**src/rtl/uart_rx_if.sv**
```systemverilog
// rtl/uart_rx_if.sv - serial input and received-byte outputs of uart_rx
interface uart_rx_if;
  logic       i_SERIAL_DATA;
  logic [7:0] o_PARALLEL_DATA;
  logic       o_RX_DV;
  logic       o_RX_ACTIVE;
  logic       o_FRAMING_ERR;
  logic       o_PARITY_ERR;

  modport master (
    input  i_SERIAL_DATA,
    output o_PARALLEL_DATA, o_RX_DV, o_RX_ACTIVE, o_FRAMING_ERR, o_PARITY_ERR
  );

  modport slave (
    output i_SERIAL_DATA,
    input  o_PARALLEL_DATA, o_RX_DV, o_RX_ACTIVE, o_FRAMING_ERR, o_PARITY_ERR
  );
endinterface

```
**src/rtl/uart_rx.sv**
```systemverilog
// rtl/uart_rx.sv - UART receiver, 8N1, mid-bit sampling, LSB first
// Optional parity bit (8E1/8O1) when UART_RX_PARITY_EN is defined.
module uart_rx #(
  parameter int c_CYCLES_PER_BIT = 434,
  parameter int c_PARITY_ODD     = 0
) (
  input  logic     i_CLK,
  input  logic     i_RESET,
  uart_rx_if.master rx
);

  localparam logic [31:0] c_HALF_M1 = 32'(c_CYCLES_PER_BIT / 2 - 1);
  localparam logic [31:0] c_FULL_M1 = 32'(c_CYCLES_PER_BIT - 1);

  generate
    if (c_CYCLES_PER_BIT < 4 || c_PARITY_ODD < 0 || c_PARITY_ODD > 1) begin : g_param_check
      $error("uart_rx: c_CYCLES_PER_BIT must be >= 4 and c_PARITY_ODD 0 or 1");
    end
  endgenerate

  typedef enum logic [2:0] {
    ST_IDLE    = 3'd0,
    ST_START   = 3'd1,
    ST_DATA    = 3'd2,
`ifdef UART_RX_PARITY_EN
    ST_PARITY  = 3'd3,
`endif
    ST_STOP    = 3'd4,
    ST_CLEANUP = 3'd5
  } state_t;

  state_t      state_q, state_d;
  logic [31:0] cnt_q, cnt_d;
  logic [2:0]  bit_idx_q, bit_idx_d;
  logic [7:0]  shift_q, shift_d;
  logic [7:0]  data_q, data_d;
  logic        rx_dv_q, rx_dv_d;
  logic        active_q, active_d;
  logic        framing_err_q, framing_err_d;
  logic        sync1_q, sync1_d;
  logic        sync2_q, sync2_d;
  logic        prev_line_q, prev_line_d;
`ifdef UART_RX_PARITY_EN
  localparam logic c_ODD_BIT = (c_PARITY_ODD != 0);
  logic        parity_q, parity_d;
  logic        parity_err_q, parity_err_d;
`endif

  logic line;
  assign line = sync2_q;

  always_comb begin
    state_d       = state_q;
    cnt_d         = cnt_q + 32'd1;
    bit_idx_d     = bit_idx_q;
    shift_d       = shift_q;
    data_d        = data_q;
    rx_dv_d       = 1'b0;
    framing_err_d = 1'b0;
    active_d      = active_q;
    sync1_d       = rx.i_SERIAL_DATA;
    sync2_d       = sync1_q;
    prev_line_d   = line;
`ifdef UART_RX_PARITY_EN
    parity_d      = parity_q;
    parity_err_d  = 1'b0;
`endif

    case (state_q)
      ST_IDLE: begin
        cnt_d = '0;
        if (prev_line_q && !line) begin
          state_d  = ST_START;
          active_d = 1'b1;
        end
      end
      ST_START: begin
        if (cnt_q == c_HALF_M1) begin
          cnt_d     = '0;
          bit_idx_d = 3'd0;
          if (line) begin
            state_d  = ST_IDLE;
            active_d = 1'b0;
          end else begin
            state_d = ST_DATA;
          end
        end
      end
      ST_DATA: begin
        if (cnt_q == c_FULL_M1) begin
          cnt_d             = '0;
          shift_d[bit_idx_q] = line;
          if (bit_idx_q == 3'd7) begin
            bit_idx_d = 3'd0;
`ifdef UART_RX_PARITY_EN
            state_d   = ST_PARITY;
`else
            state_d   = ST_STOP;
`endif
          end else begin
            bit_idx_d = bit_idx_q + 3'd1;
          end
        end
      end
`ifdef UART_RX_PARITY_EN
      ST_PARITY: begin
        if (cnt_q == c_FULL_M1) begin
          cnt_d    = '0;
          parity_d = line;
          state_d  = ST_STOP;
        end
      end
`endif
      ST_STOP: begin
        // Pulses are registered here so they are high exactly during CLEANUP.
        if (cnt_q == c_FULL_M1) begin
          cnt_d   = '0;
          state_d = ST_CLEANUP;
          if (line) begin
            rx_dv_d = 1'b1;
            data_d  = shift_q;
`ifdef UART_RX_PARITY_EN
            parity_err_d = (parity_q != (^shift_q ^ c_ODD_BIT));
`endif
          end else begin
            framing_err_d = 1'b1;
          end
        end
      end
      ST_CLEANUP: begin
        // Priming lets a start bit that follows the stop bit immediately be seen.
        cnt_d       = '0;
        state_d     = ST_IDLE;
        active_d    = 1'b0;
        prev_line_d = 1'b1;
      end
      default: begin
        cnt_d    = '0;
        state_d  = ST_IDLE;
        active_d = 1'b0;
      end
    endcase
  end

  always_ff @(posedge i_CLK) begin
    if (i_RESET) begin
      state_q       <= ST_IDLE;
      cnt_q         <= '0;
      bit_idx_q     <= '0;
      shift_q       <= '0;
      data_q        <= '0;
      rx_dv_q       <= 1'b0;
      active_q      <= 1'b0;
      framing_err_q <= 1'b0;
      sync1_q       <= 1'b1;
      sync2_q       <= 1'b1;
      prev_line_q   <= 1'b1;
`ifdef UART_RX_PARITY_EN
      parity_q      <= 1'b0;
      parity_err_q  <= 1'b0;
`endif
    end else begin
      state_q       <= state_d;
      cnt_q         <= cnt_d;
      bit_idx_q     <= bit_idx_d;
      shift_q       <= shift_d;
      data_q        <= data_d;
      rx_dv_q       <= rx_dv_d;
      active_q      <= active_d;
      framing_err_q <= framing_err_d;
      sync1_q       <= sync1_d;
      sync2_q       <= sync2_d;
      prev_line_q   <= prev_line_d;
`ifdef UART_RX_PARITY_EN
      parity_q      <= parity_d;
      parity_err_q  <= parity_err_d;
`endif
    end
  end

  assign rx.o_PARALLEL_DATA = data_q;
  assign rx.o_RX_DV         = rx_dv_q;
  assign rx.o_RX_ACTIVE     = active_q;
  assign rx.o_FRAMING_ERR   = framing_err_q;
`ifdef UART_RX_PARITY_EN
  assign rx.o_PARITY_ERR    = parity_err_q;
`else
  assign rx.o_PARITY_ERR    = 1'b0;
`endif

endmodule

```
**src/flat_wrapper.sv**
```systemverilog
// flat-port wrapper written by rule: the top's interface ports become plain ports
module uart_rx_flat 
#(
  parameter int c_CYCLES_PER_BIT = 434,
  parameter int c_PARITY_ODD     = 0
)
  (i_CLK, i_RESET, rx_i_SERIAL_DATA, rx_o_PARALLEL_DATA, rx_o_RX_DV, rx_o_RX_ACTIVE, rx_o_FRAMING_ERR, rx_o_PARITY_ERR);
  uart_rx_if rx_i ();
  input  logic i_CLK;
  input  logic i_RESET;
  input wire logic [$bits(rx_i.i_SERIAL_DATA)-1:0] rx_i_SERIAL_DATA;
  output wire logic [$bits(rx_i.o_PARALLEL_DATA)-1:0] rx_o_PARALLEL_DATA;
  output wire logic [$bits(rx_i.o_RX_DV)-1:0] rx_o_RX_DV;
  output wire logic [$bits(rx_i.o_RX_ACTIVE)-1:0] rx_o_RX_ACTIVE;
  output wire logic [$bits(rx_i.o_FRAMING_ERR)-1:0] rx_o_FRAMING_ERR;
  output wire logic [$bits(rx_i.o_PARITY_ERR)-1:0] rx_o_PARITY_ERR;
  assign rx_i.i_SERIAL_DATA = rx_i_SERIAL_DATA;
  assign rx_o_PARALLEL_DATA = rx_i.o_PARALLEL_DATA;
  assign rx_o_RX_DV = rx_i.o_RX_DV;
  assign rx_o_RX_ACTIVE = rx_i.o_RX_ACTIVE;
  assign rx_o_FRAMING_ERR = rx_i.o_FRAMING_ERR;
  assign rx_o_PARITY_ERR = rx_i.o_PARITY_ERR;
  uart_rx #(.c_CYCLES_PER_BIT(c_CYCLES_PER_BIT), .c_PARITY_ODD(c_PARITY_ODD)) u_core (.i_CLK(i_CLK), .i_RESET(i_RESET), .rx(rx_i));
endmodule
```
**config.mk**
```make
export PLATFORM = sky130hd
export DESIGN_NAME = uart_rx_flat
export DESIGN_NICKNAME = d
export VERILOG_FILES = /design/src/rtl/uart_rx_if.sv /design/src/rtl/uart_rx.sv /design/src/flat_wrapper.sv
export SDC_FILE = /design/constraint.sdc
export NUM_CORES = 1
export LEC_CHECK = 0
export BUFFER_PORTS_ARGS = -buffer_cell sky130_fd_sc_hd__buf_2
export CELL_PAD_IN_SITES_DETAIL_PLACEMENT = 0
export CELL_PAD_IN_SITES_GLOBAL_PLACEMENT = 1
export CORE_UTILIZATION = 42
export CTS_BUF_LIST = sky130_fd_sc_hd__clkbuf_8 sky130_fd_sc_hd__clkbuf_16
export CTS_CLUSTER_DIAMETER = 50
export DETAILED_ROUTE_END_ITERATION = 7
export GPL_TIMING_DRIVEN = 1
export PLACE_DENSITY = 0.76
export SLEW_MARGIN = 20
export SYNTH_ARGS = -nofsm -noshare
export SYNTH_HDL_FRONTEND = slang
export SYNTH_SLANG_ARGS = --single-unit
```
**constraint.sdc**
```tcl
create_clock -name i_CLK -period 1.8 [get_ports i_CLK]
set_input_delay 0.18 -clock i_CLK [delete_from_list [all_inputs] [get_ports i_CLK]]
set_output_delay 0.18 -clock i_CLK [all_outputs]
set_load 0.02 [all_outputs]
```
Word-level counts from Yosys, hierarchy flattened
Index checks and enable logic that the tools add are counted.
{"block": "word_totals", "ff_bits": 60, "latch_bits": 0, "ramBits": 0, "rom_bits": 0, "in_bits": 3, "output_inout_bits": 12, "word_cells": 67, "memories": 0}
{"block": "op_classes", "addsub": 2, "mul": 0, "n_div": 0, "n_lt_le_gt_ge": 2, "eq_ne": 13, "shifts": 0, "muxes": 23, "n_bitwise": 3, "n_reduce_logical": 13}
{"operator": "$mux W32", "n": 2}
{"operator": "$pmux W32 S2", "n": 1}
{"operator": "$add A32 B1 Y32 const B", "n": 1}
{"operator": "$eq A32 B8 Y1 const B", "n": 1}
{"operator": "$eq A32 B9 Y1 const B", "n": 1}
{"operator": "$mux W3", "n": 8}
{"operator": "$ne A2 B1 Y1 const B", "n": 6}
{"operator": "$pmux W3 S4", "n": 1}
{"operator": "$eq A3 B3 Y1 const B", "n": 3}
{"operator": "$bwmux W8", "n": 1}
{"operator": "$mux W1", "n": 6}
{"operator": "$pmux W3 S2", "n": 1}
{"operator": "$reduce_and A3 Y1", "n": 2}
{"operator": "$reduce_and A5 Y1", "n": 1}
{"operator": "$lt A3 B4 Y1 const B", "n": 1}
{"operator": "$reduce_and A4 Y1", "n": 1}
{"operator": "$reduce_or A2 Y1", "n": 2}
{"operator": "$add A3 B1 Y3 const B", "n": 1}
{"operator": "$demux W1 S3", "n": 1}
{"operator": "$eq A3 B1 Y1 const B", "n": 1}
{"operator": "$eq A3 B2 Y1 const B", "n": 1}
{"operator": "$ge A3 B1 Y1 const B", "n": 1}
{"operator": "$logic_not A3 Y1", "n": 1}
{"operator": "$not A1 Y1", "n": 3}
{"operator": "7 further kinds", "n": 8}

Longest topological paths before layout
{"block": "depth", "ltp_word": 5, "depth_mapped": 8, "mapped_depth_nobuf": 7}

Worst setup path after synthesis
OpenSTA, ideal clock, no wires.
{"block": "synth_path", "kind": "flip-flop to flip-flop", "from": "register u_core.cnt_q[0]", "to": "register u_core.shift_q[0]", "setup_ns": 0.072, "t_arrival_ns": 1.886, "required_ns": 1.728, "path_slack_ns": -0.158, "path_stages_with_launch": 8, "n_path_buf": 1, "period_less_slack_ns": 1.958, "path_cell_list": "dfxtp_1 -> ha_1 -> nor4bb_1 -> nand2b_1 -> or3_4 -> buf_6 -> nor4b_4 -> mux2i_1"}
{"block": "synth_between", "elab_chain_cells": 2}
{"item": "start, declared", "line_no": "uart_rx.sv:33", "rtl": "logic [31:0] cnt_q, cnt_d;"}
{"item": "start signal, assigned", "line_no": "uart_rx.sv:164", "rtl": "cnt_q <= cnt_d;"}
{"item": "$eq A32 B9 Y1", "line_no": "uart_rx.sv:90", "rtl": "if (cnt_q == c_FULL_M1) begin"}
{"item": "$reduce_and A2 Y1 (no line)"}
{"item": "end signal, assigned", "line_no": "uart_rx.sv:166", "rtl": "shift_q <= shift_d;"}
{"item": "end, declared", "line_no": "uart_rx.sv:35", "rtl": "logic [7:0] shift_q, shift_d;"}
No other way between the ends.
A chain may end at the register's enable or synchronous reset.

Worst setup path after layout
{"block": "layout_path", "from": "register u_core.cnt_q[28]", "to": "register u_core.cnt_q[22]"}
{"block": "layout_between", "elab_chain_cells": 3, "elab_cells_between_ends": 5, "classes_between": "eq/ne: 2; mux: 3"}
{"item": "$eq A32 B9 Y1 / $eq A32 B8 Y1 (equally long branches)", "line_no": "uart_rx.sv:90, uart_rx.sv:116, uart_rx.sv:78"}
{"item": "$mux W32, on equally long branches", "line_no": "uart_rx.sv:90, uart_rx.sv:116, uart_rx.sv:78"}
{"item": "$pmux W32 S2 *", "line_no": "uart_rx.sv:69", "rtl": "case (state_q)"}
Every way passes the cells marked *; elsewhere a longest branch is shown, timed or not.

==> results summary <==
Traced cell by cell, the critical path runs through nor4_4 -> nand4_2 -> or3_4 -> a2bb2oi_4 -> clkbuf_16 -> nor2_1. The tightest hold margin came out at 22.5 ps. The share of cells above drive strength 1 came out at 0.315. The number of nets in the final layout is 387. The async set or reset register ratio after synthesis is 0. After synthesis the netlist holds a flip-flop and latch count of 60. The maximum achievable frequency is 515 MHz.

The setup TNS came out at -5000 ps. Broken down by cell family, the worst path's largest delay share belongs to simple AND/OR/NAND/NOR gates. The count of boundary I/O pins is 15. The number of global-route vias before repair is 2157. For the finished layout, the period the worst path requires is 1940 ps. The remaining global-route overflow came out at 0. The die span in y is 84.3 um. The max-capacitance violation count is 0.

The leakage power summed over all cells is 0.00146 uW. In this run the remaining antenna-violating nets after routing total 0. The first global-routing pass estimated 9.99 mm of wire.

The final worst-path setup slack is -140 ps. Setup repair after global routing could not meet its margin everywhere. The final cell area excluding filler cells came out at 0.00380 mm^2. The placed instances occupy a cell area of 0.00341 mm^2. Dividing the detail-routed wire length by the instance count gives 13.2 um.

The effective utilization at floorplan came out at 0.440. The path class of the tightest hold or removal check is input port to flip-flop. The number of non-filler instances in the completed layout is 461. The number of H-tree levels is 3. Using the TritonRoute via totals, the vias-per-cell ratio works out to 5.20. By area, the combinational part of the netlist is dominated by simple AND/OR/NAND/NOR gates. The fill cell total of the finished layout came out at 592. After clock tree synthesis, the clock-pin slew on the worst setup and hold paths is 70 ps. The main flop type after synthesis is sky130_fd_sc_hd__dfxtp_1. The number of hold buffers added after cts is 0. The count of mapped cells out of synthesis is 312. The cell row count came out at 29. The number of distinct standard cells referenced by the synthesized netlist came out at 50.

The number of buffers created by CTS came out at 9. The required arrival time at the worst endpoint is 2040 ps. The aggregate routed wire length is 6.09 mm. The arrival time at the worst endpoint came out at 2180 ps. After synthesis, the mean cell area works out to 9.11 um^2.

The floorplan step defined a core boundary enclosing 0.00646 mm^2. The slowest stage of the critical path is the sky130_fd_sc_hd__or3_4 cell. The post-detailed-route DRC marker count is 6. The placer's final routability congestion estimate is 0.771. The worst IR drop on VDD is 0.348 mV. Of the total synthesized cell area, the portion taken by full adders, half adders and majority gates is 0.0255.

Dividing total power by cell area gives a power density of 735 mW/mm^2. The critical path is of the flip-flop to flip-flop type. In this run the deepest clock path goes through 2 buffers. The CTS tree is built.

The cell area that synthesis handed to floorplanning was 0.00284 mm^2. The flow ran to the end, but the final reports show violations. Entering global routing, the biggest net connects 26 pins. The number of antenna violations at the first check in global routing is 0. The worst-path maximum fanout is 12. The number of synthesis warnings is 0. Of the synthesized area, sequential elements account for 0.423. The final setup violation count is 50. The insertion delay to the later sink of the worst-skew pair came out at 350 ps. The multiplexer fraction of the synthesized cell area came out at 0.0458. The checks that failed: design-rule violations, negative setup slack.

The number of pins with negative max-slew slack in the final report came out at 0. Counting every sink on the clock net gives 60. The first detailed-routing pass took 6 iterations. The total nets after synthesis is 320.

The half-perimeter wire length of the detailed placement result came out at 4.14 mm. The die span in x came out at 84.3 um. The basic-gate share of the synthesized area counting and, or, nand and nor cells came out at 0.314. The largest stage delay on the critical path is 490 ps. The fraction of synthesized cell area in xor and xnor cells is 0.0955. The final worst-path cycle share came out at 1.08.

The area fraction in compound gates after synthesis came to 0.0612. The instance count after placement with tap cells included came out at 441. The total count of hold-check failures in the final report came to 0. Compared with the post-synthesis result, the final layout area differs by 33.7%. The area enclosed by the die boundary is 0.00710 mm^2. For the final database, setup skew stands at 12.4 ps. 0 antenna diodes ended up in the layout. The endpoint type of the worst setup path is a flip-flop. The number of buffers and inverters on the critical path is 1. The number of DRC violations after detailed-routing iteration 0 came out at 91.

The total vias in the final route is 2396. The tree is rooted in a sky130_fd_sc_hd__clkbuf_8. STA classifies the critical path startpoint as a flip-flop. The number of port buffers is 13.

The area of all sequential standard cells is 0.00121 mm^2. The number of flops mapped to enable cells by yosys came out at 0. The area of combinational cells with multiple inputs came out at 0.00168 mm^2.

The aggregate global-route resource usage came out at 0.178.
-- synth_stat cells, drive strengths merged (2+ instances only) --
cell    number  share of area
nor4b        2          0.011
ha           5          0.022
nor2b        2         0.0044
or2          2         0.0044
and4         5          0.015
nor3        10          0.018
clkbuf      10          0.013
nand3       17          0.030
dfxtp       60           0.42
xnor2        6          0.018
inv          5         0.0066
nand4       14          0.033
nand2b       5          0.011
and2         2         0.0044
nand2       19          0.025
or3          3         0.0084
nor4        10          0.039
xor2        25          0.077
a21oi        3         0.0053
nor2        48          0.063
mux2i       13          0.046
o211ai       4          0.011
o31ai        5          0.013
nor3b        4          0.012
and3         7          0.015
buf          6          0.013
nand4b       4          0.012
o21ai        3         0.0053
-- power by group --
| group | total, uW | internal [uW] | switching [uW] |
|---|---|---|---|
| Sequential | 1340 | 1330 | 4.57 |
| Clock | 1370 | 815 | 555 |
| Combinational | 88.0 | 37.8 | 50.3 |
-- cell usage in the layout (no fill, tap or decap), types with 3 or more instances in the layout --
cell type | netlist | routed
sky130_fd_sc_hd__o211ai_1 | 4 | 4
sky130_fd_sc_hd__inv_1 | 5 | 4
sky130_fd_sc_hd__nor3_1 | 10 | 9
sky130_fd_sc_hd__nand2b_1 | 5 | 5
sky130_fd_sc_hd__o31ai_1 | 5 | 5
sky130_fd_sc_hd__o21ai_0 | 3 | 3
sky130_fd_sc_hd__buf_6 | 1 | 5
sky130_fd_sc_hd__xor2_1 | 25 | 25
sky130_fd_sc_hd__buf_4 | 1 | 51
sky130_fd_sc_hd__mux2i_1 | 13 | 13
sky130_fd_sc_hd__nor4_4 | 2 | 4
sky130_fd_sc_hd__buf_2 | 3 | 13
sky130_fd_sc_hd__xnor2_1 | 6 | 6
sky130_fd_sc_hd__nor3b_1 | 3 | 3
sky130_fd_sc_hd__dfxtp_1 | 60 | 56
sky130_fd_sc_hd__ha_1 | 5 | 4
sky130_fd_sc_hd__nor4_2 | 3 | 4
sky130_fd_sc_hd__nand2_1 | 19 | 18
sky130_fd_sc_hd__and4_1 | 5 | 5
sky130_fd_sc_hd__and3_1 | 7 | 7
sky130_fd_sc_hd__clkbuf_8 | 0 | 10
sky130_fd_sc_hd__nand3_1 | 17 | 16
sky130_fd_sc_hd__nand4_1 | 13 | 13
sky130_fd_sc_hd__nor2_1 | 48 | 48
sky130_fd_sc_hd__nand4b_1 | 4 | 4
-- area by class of cell --
type	count	area share
multi-input cells	230	0.441
flip-flops and latches	60	0.319
repair buffers	72	0.150
clock buffers	10	0.0362
well taps	77	0.0254
clock inverters	6	0.0227
inverters	6	0.00593
-- per-layer routing --
metal	global-route usage	vias up	part of all wire
li1	-	1239	-
met1	0.247	1121	0.51
met2	0.253	25	0.44
met3	0.0501	11	0.031
met4	0.0846	0	0.020
met5	0	-	0
-- path summary, 6_finish.rpt --
kind	from	to	slack, ps	depth (start not counted)
max	u_core.cnt_q[28]$_SDFF_PP0_	u_core.cnt_q[22]$_SDFF_PP0_	-140	6
min	rx_i_SERIAL_DATA	u_core.sync1_q$_SDFF_PP1_	20	2
max reg2reg	u_core.cnt_q[28]$_SDFF_PP0_	u_core.cnt_q[22]$_SDFF_PP0_	-140	6
min reg2reg	u_core.sync1_q$_SDFF_PP1_	u_core.line$_SDFF_PP1_	410	1
-- state kept, by name, summed over array words and instances, names as in the netlist --
register,cells
u_core.state_q,3
u_core.rx.o_RX_DV,1
u_core.line,1
u_core.bit_idx_q,3
u_core.rx.o_PARALLEL_DATA,8
u_core.rx.o_FRAMING_ERR,1
u_core.prev_line_q,1
u_core.cnt_q,32
u_core.rx.o_RX_ACTIVE,1
u_core.sync1_q,1
u_core.shift_q,8
-- kinds of logic (layout without fill, tap and decap cells) --
logic type | count (synthesis) | count (layout)
other cells | 1 | 1
buf+inv | 22 | 94
compound gates | 23 | 23
xor+xnor | 31 | 31
flops | 60 | 60
mux | 13 | 13
simple gates | 156 | 156
fa+ha+maj | 6 | 6
-- per-stage QoR --
| stage | worst slack [ps] | utilization | power [uW] |
|---|---|---|---|
| after detailed placement | -173 | 0.528 | 1450 |
| after floorplan | -50.6 | - | 1420 |
| after CTS | -111 | 0.570 | 2820 |
| after global routing | -195 | 0.588 | 2890 |
| final | -140 | 0.588 | 2790 |
| after global placement | -141 | 0.528 | 1440 |
-- repair_timing --
item	CTS	global route
endpoints found under the setup margin	52	55
pin swaps	9	8
gates resized for setup	6	17
setup buffers	2	1
gates cloned	0	1
Power figures use the tool's default switching activity.
